`config.mk`:
```
export PLATFORM = sky130hd
export DESIGN_NAME = sram_byte_arbiter_flat
export DESIGN_NICKNAME = d
export VERILOG_FILES = /design/src/rtl/sram_byte_arbiter_pkg.sv /design/src/rtl/sram_byte_arbiter_if.sv /design/src/rtl/sram_byte_arbiter.sv /design/src/flat_wrapper.sv
export SDC_FILE = /design/constraint.sdc
export NUM_CORES = 1
export LEC_CHECK = 0
export CORE_MARGIN = 2
export CORE_UTILIZATION = 47
export CTS_CLUSTER_DIAMETER = 50
export CTS_CLUSTER_SIZE = 12
export DETAILED_ROUTE_END_ITERATION = 10
export PLACE_DENSITY = 0.81
export SYNTH_ARGS = -nofsm -noshare
export SYNTH_HDL_FRONTEND = slang
export SYNTH_SLANG_ARGS = --single-unit
```
`constraint.sdc`:
```
create_clock -name clk_sys -period 2 [get_ports clk_sys]
set_input_delay 0.3 -clock clk_sys [delete_from_list [all_inputs] [get_ports clk_sys]]
set_output_delay 0.3 -clock clk_sys [all_outputs]
set_load 0.05 [all_outputs]
```
`src/rtl/sram_byte_arbiter_pkg.sv`:
```
// Shared types and helpers for the two-port byte arbiter in front of the 16-bit SRAM.
// Byte lanes are merged here so every user applies the same lane rule.
package sram_arb_pkg;

  typedef enum logic [2:0] {
    IDLE = 3'd0,
    RD   = 3'd1,
    CAP  = 3'd2,
    WSET = 3'd3,
    WPUL = 3'd4,
    WHLD = 3'd5,
    ACK  = 3'd6
  } arb_state_t;

  localparam logic PORT_A = 1'b0;
  localparam logic PORT_B = 1'b1;

  // lane=1 replaces dq[15:8], lane=0 replaces dq[7:0]
  function automatic logic [15:0] merge_byte(input logic [15:0] word16,
                                             input logic [7:0]  byte8,
                                             input logic        lane);
    logic [15:0] w;
    w = word16;
    if (lane) begin
      w[15:8] = byte8;
    end else begin
      w[7:0] = byte8;
    end
    return w;
  endfunction

  function automatic logic [7:0] pick_byte(input logic [15:0] word16,
                                           input logic        lane);
    return lane ? word16[15:8] : word16[7:0];
  endfunction

endpackage

```
`src/rtl/sram_byte_arbiter_if.sv`:
```
// Requester handshakes plus the SRAM pin bundle seen by the byte arbiter.
// slave = arbiter side, master = requesters/SRAM side.
interface sram_byte_arbiter_if #(
  parameter int ADDR_W = 21
);
  logic              a_req;
  logic [ADDR_W:0]   a_addr;
  logic [7:0]        a_din;
  logic              a_ack;
  logic              b_req;
  logic              b_we;
  logic [ADDR_W:0]   b_addr;
  logic [7:0]        b_din;
  logic [7:0]        b_dout;
  logic              b_ack;
  logic [ADDR_W-1:0] sram_a;
  logic [15:0]       sram_dq_i;
  logic [15:0]       sram_dq_o;
  logic              sram_dq_oe;
  logic              sram_we_n;

  modport slave (
    input  a_req, a_addr, a_din, b_req, b_we, b_addr, b_din, sram_dq_i,
    output a_ack, b_ack, b_dout, sram_a, sram_dq_o, sram_dq_oe, sram_we_n
  );

  modport master (
    output a_req, a_addr, a_din, b_req, b_we, b_addr, b_din, sram_dq_i,
    input  a_ack, b_ack, b_dout, sram_a, sram_dq_o, sram_dq_oe, sram_we_n
  );
endinterface

```
`src/rtl/sram_byte_arbiter.sv`:
```
// Round-robin arbiter sharing one 16-bit word SRAM between the loader (A) and the core (B).
// Byte writes are read-modify-write; all timing is counted in clk_sys cycles.
module sram_byte_arbiter
  import sram_arb_pkg::*;
#(
  parameter int ADDR_W    = 21,
  parameter int RD_WAIT   = 2,
  parameter int WE_CYCLES = 2
) (
  input  logic                clk_sys,
  input  logic                reset,
  sram_byte_arbiter_if.slave  bus
);

  localparam int MAX_WAIT = (RD_WAIT > WE_CYCLES) ? RD_WAIT : WE_CYCLES;
  localparam int CNT_W    = $clog2(MAX_WAIT) + 1;
  localparam logic [CNT_W-1:0] RD_LOAD  = CNT_W'(RD_WAIT - 1);
  localparam logic [CNT_W-1:0] WE_LOAD  = CNT_W'(WE_CYCLES - 1);
  localparam logic [CNT_W-1:0] CNT_ZERO = {CNT_W{1'b0}};

  arb_state_t        state_r;
  logic [CNT_W-1:0]  cnt_r;
  logic              port_r;
  logic              last_grant_r;
  logic              we_r;
  logic              lane_r;
  logic [7:0]        din_r;
  logic [15:0]       word_r;
  logic              merge_phase_r;
  logic              a_ack_r;
  logic              b_ack_r;
  logic [7:0]        b_dout_r;
  logic [ADDR_W-1:0] sram_a_r;
  logic [15:0]       dq_o_r;
  logic              oe_r;
  logic              we_n_r;

  logic              grant_valid_s;
  logic              grant_s;
  logic [ADDR_W:0]   sel_addr_s;
  logic [7:0]        sel_din_s;
  logic              sel_we_s;

  // Request selection: on contention the port that was not served last wins
  always_comb begin
    grant_valid_s = bus.a_req | bus.b_req;
    grant_s       = PORT_B;
    if (bus.a_req && bus.b_req) begin
      grant_s = (last_grant_r == PORT_A) ? PORT_B : PORT_A;
    end else if (bus.a_req) begin
      grant_s = PORT_A;
    end else begin
      grant_s = PORT_B;
    end
    if (grant_s == PORT_A) begin
      sel_addr_s = bus.a_addr;
      sel_din_s  = bus.a_din;
      sel_we_s   = 1'b1;
    end else begin
      sel_addr_s = bus.b_addr;
      sel_din_s  = bus.b_din;
      sel_we_s   = bus.b_we;
    end
  end

  // Transaction FSM with all pin-facing outputs registered
  always_ff @(posedge clk_sys) begin
    if (reset) begin
      state_r       <= IDLE;
      cnt_r         <= CNT_ZERO;
      port_r        <= PORT_B;
      last_grant_r  <= PORT_B;
      we_r          <= 1'b0;
      lane_r        <= 1'b0;
      din_r         <= 8'h00;
      word_r        <= 16'h0000;
      merge_phase_r <= 1'b0;
      a_ack_r       <= 1'b0;
      b_ack_r       <= 1'b0;
      b_dout_r      <= 8'h00;
      sram_a_r      <= {ADDR_W{1'b0}};
      dq_o_r        <= 16'h0000;
      oe_r          <= 1'b0;
      we_n_r        <= 1'b1;
    end else begin
      a_ack_r <= 1'b0;
      b_ack_r <= 1'b0;
      case (state_r)
        IDLE: begin
          if (grant_valid_s) begin
            port_r       <= grant_s;
            last_grant_r <= grant_s;
            we_r         <= sel_we_s;
            lane_r       <= sel_addr_s[0];
            din_r        <= sel_din_s;
            sram_a_r     <= sel_addr_s[ADDR_W:1];
            cnt_r        <= RD_LOAD;
            state_r      <= RD;
          end else begin
            state_r      <= IDLE;
          end
        end
        RD: begin
          if (cnt_r == CNT_ZERO) begin
            merge_phase_r <= 1'b0;
            state_r       <= CAP;
          end else begin
            cnt_r <= cnt_r - 1'b1;
          end
        end
        // Writes spend a second CAP cycle so the merged word is registered before oe rises
        CAP: begin
          if (!we_r) begin
            word_r  <= bus.sram_dq_i;
            if (port_r == PORT_B) begin
              b_dout_r <= pick_byte(bus.sram_dq_i, lane_r);
            end else begin
              b_dout_r <= b_dout_r;
            end
            a_ack_r <= (port_r == PORT_A);
            b_ack_r <= (port_r == PORT_B);
            state_r <= ACK;
          end else if (!merge_phase_r) begin
            word_r        <= bus.sram_dq_i;
            merge_phase_r <= 1'b1;
          end else begin
            dq_o_r  <= merge_byte(word_r, din_r, lane_r);
            oe_r    <= 1'b1;
            we_n_r  <= 1'b1;
            state_r <= WSET;
          end
        end
        WSET: begin
          we_n_r  <= 1'b0;
          cnt_r   <= WE_LOAD;
          state_r <= WPUL;
        end
        WPUL: begin
          if (cnt_r == CNT_ZERO) begin
            we_n_r  <= 1'b1;
            state_r <= WHLD;
          end else begin
            cnt_r <= cnt_r - 1'b1;
          end
        end
        WHLD: begin
          oe_r    <= 1'b0;
          a_ack_r <= (port_r == PORT_A);
          b_ack_r <= (port_r == PORT_B);
          state_r <= ACK;
        end
        ACK: begin
          state_r <= IDLE;
        end
        default: begin
          oe_r    <= 1'b0;
          we_n_r  <= 1'b1;
          state_r <= IDLE;
        end
      endcase
    end
  end

  assign bus.a_ack      = a_ack_r;
  assign bus.b_ack      = b_ack_r;
  assign bus.b_dout     = b_dout_r;
  assign bus.sram_a     = sram_a_r;
  assign bus.sram_dq_o  = dq_o_r;
  assign bus.sram_dq_oe = oe_r;
  assign bus.sram_we_n  = we_n_r;

endmodule

```
`src/flat_wrapper.sv`:
```
// flat-port wrapper written by rule: the top's interface ports become plain ports
module sram_byte_arbiter_flat import sram_arb_pkg::*;
#(
  parameter int ADDR_W    = 21,
  parameter int RD_WAIT   = 2,
  parameter int WE_CYCLES = 2
)
  (clk_sys, reset, bus_a_req, bus_a_addr, bus_a_din, bus_b_req, bus_b_we, bus_b_addr, bus_b_din, bus_sram_dq_i, bus_a_ack, bus_b_ack, bus_b_dout, bus_sram_a, bus_sram_dq_o, bus_sram_dq_oe, bus_sram_we_n);
  sram_byte_arbiter_if #(.ADDR_W(ADDR_W)) bus_i ();
  input  logic clk_sys;
  input  logic reset;
  input wire logic [$bits(bus_i.a_req)-1:0] bus_a_req;
  input wire logic [$bits(bus_i.a_addr)-1:0] bus_a_addr;
  input wire logic [$bits(bus_i.a_din)-1:0] bus_a_din;
  input wire logic [$bits(bus_i.b_req)-1:0] bus_b_req;
  input wire logic [$bits(bus_i.b_we)-1:0] bus_b_we;
  input wire logic [$bits(bus_i.b_addr)-1:0] bus_b_addr;
  input wire logic [$bits(bus_i.b_din)-1:0] bus_b_din;
  input wire logic [$bits(bus_i.sram_dq_i)-1:0] bus_sram_dq_i;
  output wire logic [$bits(bus_i.a_ack)-1:0] bus_a_ack;
  output wire logic [$bits(bus_i.b_ack)-1:0] bus_b_ack;
  output wire logic [$bits(bus_i.b_dout)-1:0] bus_b_dout;
  output wire logic [$bits(bus_i.sram_a)-1:0] bus_sram_a;
  output wire logic [$bits(bus_i.sram_dq_o)-1:0] bus_sram_dq_o;
  output wire logic [$bits(bus_i.sram_dq_oe)-1:0] bus_sram_dq_oe;
  output wire logic [$bits(bus_i.sram_we_n)-1:0] bus_sram_we_n;
  assign bus_i.a_req = bus_a_req;
  assign bus_i.a_addr = bus_a_addr;
  assign bus_i.a_din = bus_a_din;
  assign bus_i.b_req = bus_b_req;
  assign bus_i.b_we = bus_b_we;
  assign bus_i.b_addr = bus_b_addr;
  assign bus_i.b_din = bus_b_din;
  assign bus_i.sram_dq_i = bus_sram_dq_i;
  assign bus_a_ack = bus_i.a_ack;
  assign bus_b_ack = bus_i.b_ack;
  assign bus_b_dout = bus_i.b_dout;
  assign bus_sram_a = bus_i.sram_a;
  assign bus_sram_dq_o = bus_i.sram_dq_o;
  assign bus_sram_dq_oe = bus_i.sram_dq_oe;
  assign bus_sram_we_n = bus_i.sram_we_n;
  sram_byte_arbiter #(.ADDR_W(ADDR_W), .RD_WAIT(RD_WAIT), .WE_CYCLES(WE_CYCLES)) u_core (.clk_sys(clk_sys), .reset(reset), .bus(bus_i));
endmodule
```
==> run_results.csv <==
group,metric,value,unit
setup_path,crit_type,"flip-flop to output port",
power_and_ir_drop,p_leak,0.001857,µW
setup_path,cp.depth,1,
clocking,clk_latency,0.35,ns
routing,firstDrtPassIters,7,
setup_path,crit_buf_inv,1,
floorplan,core_region_area,8678,µm²
clocking,cts_tree,"built",
final_layout,layout-drive-gt1-share,15.66,%
final_layout,stdcell_count,657,
logic_synthesis,yosys.area_share.simple,12.11,%
logic_synthesis,syn_nets,517,
final_layout,n_antenna_cell,0,
logic_synthesis,synthMuxAreaShare,5.767,%
setup_path,arrival,1.55,ns
logic_synthesis,synth_fa_ha_area_share,0.3004,%
routing,vias_per_cell,5.997,
power_and_ir_drop,p_sw_share,44.98,%
status,status,"completed",
power_and_ir_drop,pwr-share-seq,30.9,%
floorplan,initial_core_util,48.00,%
power_and_ir_drop,p_sw,3604,µW
routing,first_iter_violations,153,
setup_path,path_cells,"clkdlybuf4s50_1",
logic_synthesis,synth_compound_gate_area_share,34.91,%
setup_path,crit_required,1.70,ns
setup_path,reg2reg_to,"u_core.bus.sram_dq_o[9]",
setup_path,crit_start,"u_core.bus.sram_dq_o[12]",
setup_path,endpoint_kind,"output port",
clocking,cts_buffer_depth,2,
setup_path,max_stage_delay,0.83,ns
setup_path,start_kind,"flip-flop",
sta,period_needed,1.849,ns
logic_synthesis,netlist_area,4165,µm²
sta,worst_pin_slew,0.6749,ns
global_route,antenna_found_initial,0,
clocking,clock-sinks,82,
sta,setup_viol,0,
worst_hold_path,worstHoldStart,"reset",
power_and_ir_drop,power.density,1404,nW/µm²
worst_hold_path,hold_class,"input port to flip-flop",
logic_synthesis,synth_top_family_by_area,"compound AO/OA/AOI/OAI gates",
final_layout,nets,627,
logic_synthesis,async_flop_share,0,%
power_and_ir_drop,p_comb_share,53.0,%
final_layout,final_cell_mix,"clkdlybuf4s50_1 (128), dfxtp_1 (82), a21oi_1 (75)",
placement,dpl.hpwl,8138,µm
setup_path,reg2reg_depth,5,
global_route,grt_overflow_total,0,
global_route,grt_pass1_wl,18690,µm
floorplan,fp.dieH,98.14,µm
global_route,track_usage,23.62,%
logic_synthesis,yosysTopAreaCellShare,39.41,%
placement,dp_cells,642,
placement,io_buffers,129,
setup_path,cp_slowest_cell,"clkdlybuf4s50_1",
floorplan,pin_count,130,
routing,route.detailed.drc,0,
logic_synthesis,synthFlopType,"dfxtp_1",
final_layout,syn_to_final_growth,37.01,%
floorplan,rows,34,
power_and_ir_drop,internal_power,4409,µW
sta,max_freq,541.0,MHz
power_and_ir_drop,max-vdd-ir-drop,0.0009919,V
sta,min_period_over_period,92.43,%
logic_synthesis,avgSynthCellArea,9.575,µm²
placement,routabilityCongestion,0.9229,
routing,ant_nets,0,
sta,slew_violations,0,
logic_synthesis,yosysUniqueCellTypes,46,
clocking,cts_resized,0,
setup_path,reg2reg_slack,0.39,ns
floorplan,die-area,9631,µm²
clocking,cts-root-buf,"clkbuf_8",
job,maxCapViolations,0,
final_layout,layout_commonest_cell,"clkdlybuf4s50_1",
clocking,cts.clk_slew.worst_paths,0.08,ns
logic_synthesis,synth_area_leaders,"dfxtp_1 (39%), a311oi_2 (11%), a21oi_1 (9.0%)",
setup_path,crit_family,"buffers and inverters",
sta,hold_viol_final,0,
sta,relSlewSlack,54.86,%
clocking,cts_buffers,9,
logic_synthesis,syn_inst,435,
setup_path,crit_fanout,2,
final_layout,fillers,718,
final_layout,finish.utilization,65.76,%
global_route,grt_max_degree,62,
logic_synthesis,synth_edf_count,0,
logic_synthesis,synth_seq_cells,82,
setup_path,r2r_start,"u_core.state_r[1]",
clocking,ctsHoldBuffers,0,
global_route,first_global_vias,3822,
sta,setup_tns,0,ns
power_and_ir_drop,pwr-share-clk,16.1,%
routing,wl,11580,µm
routing,vias,3940,
routing,wl_per_cell,17.63,µm
sta,rsz0062_at_grt,"false",
clocking,postCtsSetupRepairBufs,0,
logic_synthesis,yosysWarnings,0,
logic_synthesis,yosysSeqAreaShare,39.41,%
logic_synthesis,synthXorXnorAreaFrac,0.2103,%
sta,skew,0.01067,ns
logic_synthesis,yosysTopAreaCell,"dfxtp_1",
clocking,htreeDepth,3,
floorplan,die_w,98.14,µm
setup_path,critPathCapture,"bus_sram_dq_o[12]",
==> sequential cells by signal (all words and copies together), names as in the netlist, 2 cells and up <==
signal / count
u_core.bus.sram_a: 21
u_core.bus.sram_dq_o: 16
u_core.word_r: 16
u_core.bus.b_dout: 8
u_core.din_r: 8
u_core.state_r: 3
u_core.cnt_r: 2
==> worst min path at each step <==
stage	depth (start not counted)	end
2_1_floorplan	2	u_core.we_r
3_3_place_gp	2	u_core.word_r[10]
3_5_place_dp	2	u_core.word_r[7]
4_1_cts	2	u_core.state_r[2]
5_1_grt	2	u_core.state_r[2]
6_report	2	u_core.state_r[2]
==> Yosys cell counts (2+ instances only) <==
| cell | n |
|---|---|
| and2_1 | 4 |
| a21oi_1 | 75 |
| a311oi_2 | 30 |
| inv_2 | 2 |
| buf_6 | 5 |
| o21ai_0 | 31 |
| dfxtp_1 | 82 |
| buf_4 | 5 |
| buf_2 | 12 |
| nand2b_1 | 3 |
| nand3_1 | 18 |
| nor2_1 | 5 |
| inv_1 | 6 |
| nand3b_1 | 30 |
| or3_1 | 3 |
| a211oi_2 | 10 |
| clkbuf_1 | 28 |
| a211oi_1 | 15 |
| a311oi_1 | 2 |
| mux2i_1 | 24 |
| o21ai_1 | 18 |
| a31oi_1 | 2 |
| and2b_1 | 2 |
==> cells by family after synthesis <==
family          after synthesis
flops                        82
mux                          24
buf+inv                      59
fa+ha+maj                     1
xor+xnor                      1
simple gates                 75
compound gates              193
==> power by group through the flow <==
stage | Combinational, µW | Clock (µW) | Sequential [µW]
after floorplan | 2390 | 0 | 3180
after global placement | 4120 | 0 | 2480
after detailed placement | 4240 | 0 | 2490
after CTS | 4250 | 1310 | 2460
after global routing | 4530 | 1360 | 2530
final | 4250 | 1290 | 2470
==> per-layer routing <==
| metal | GRT usage [%] | routed length, µm | up-vias |
|---|---|---|---|
| li1 | - | - | 1860 |
| met1 | 30.17 | 4740 | 1885 |
| met2 | 39.36 | 5627 | 177 |
| met3 | 6.013 | 996 | 18 |
| met4 | 7.482 | 218 | 0 |
| met5 | 0 | 0 | - |
==> metrics by stage <==
stage               worst slack (ns)  hold WS (ns)  cell area [µm²]  total power (µW)
CTS                           0.1277        0.4041             5707              8016
floorplan                     0.6027        0.4469             4165              5574
global route                  0.1037        0.4203             5707              8422
global placement              0.1701        0.4645             5499              6602
detailed placement           0.08889        0.4760             5499              6725
finish                        0.1515        0.4265             5707              8013
==> layout make-up <==
| class | instances | area (µm²) | area share (%) |
|---|---|---|---|
| clock buffer | 10 | 127.6 | 2.236 |
| clock inverter | 5 | 80.08 | 1.403 |
| inverter | 8 | 30.03 | 0.5262 |
| multi-input combinational | 294 | 2221 | 38.92 |
| sequential | 82 | 1642 | 28.77 |
| tap | 108 | 135.1 | 2.368 |
| timing repair buffer | 150 | 1471 | 25.78 |
(Power assumes the default switching activity.)
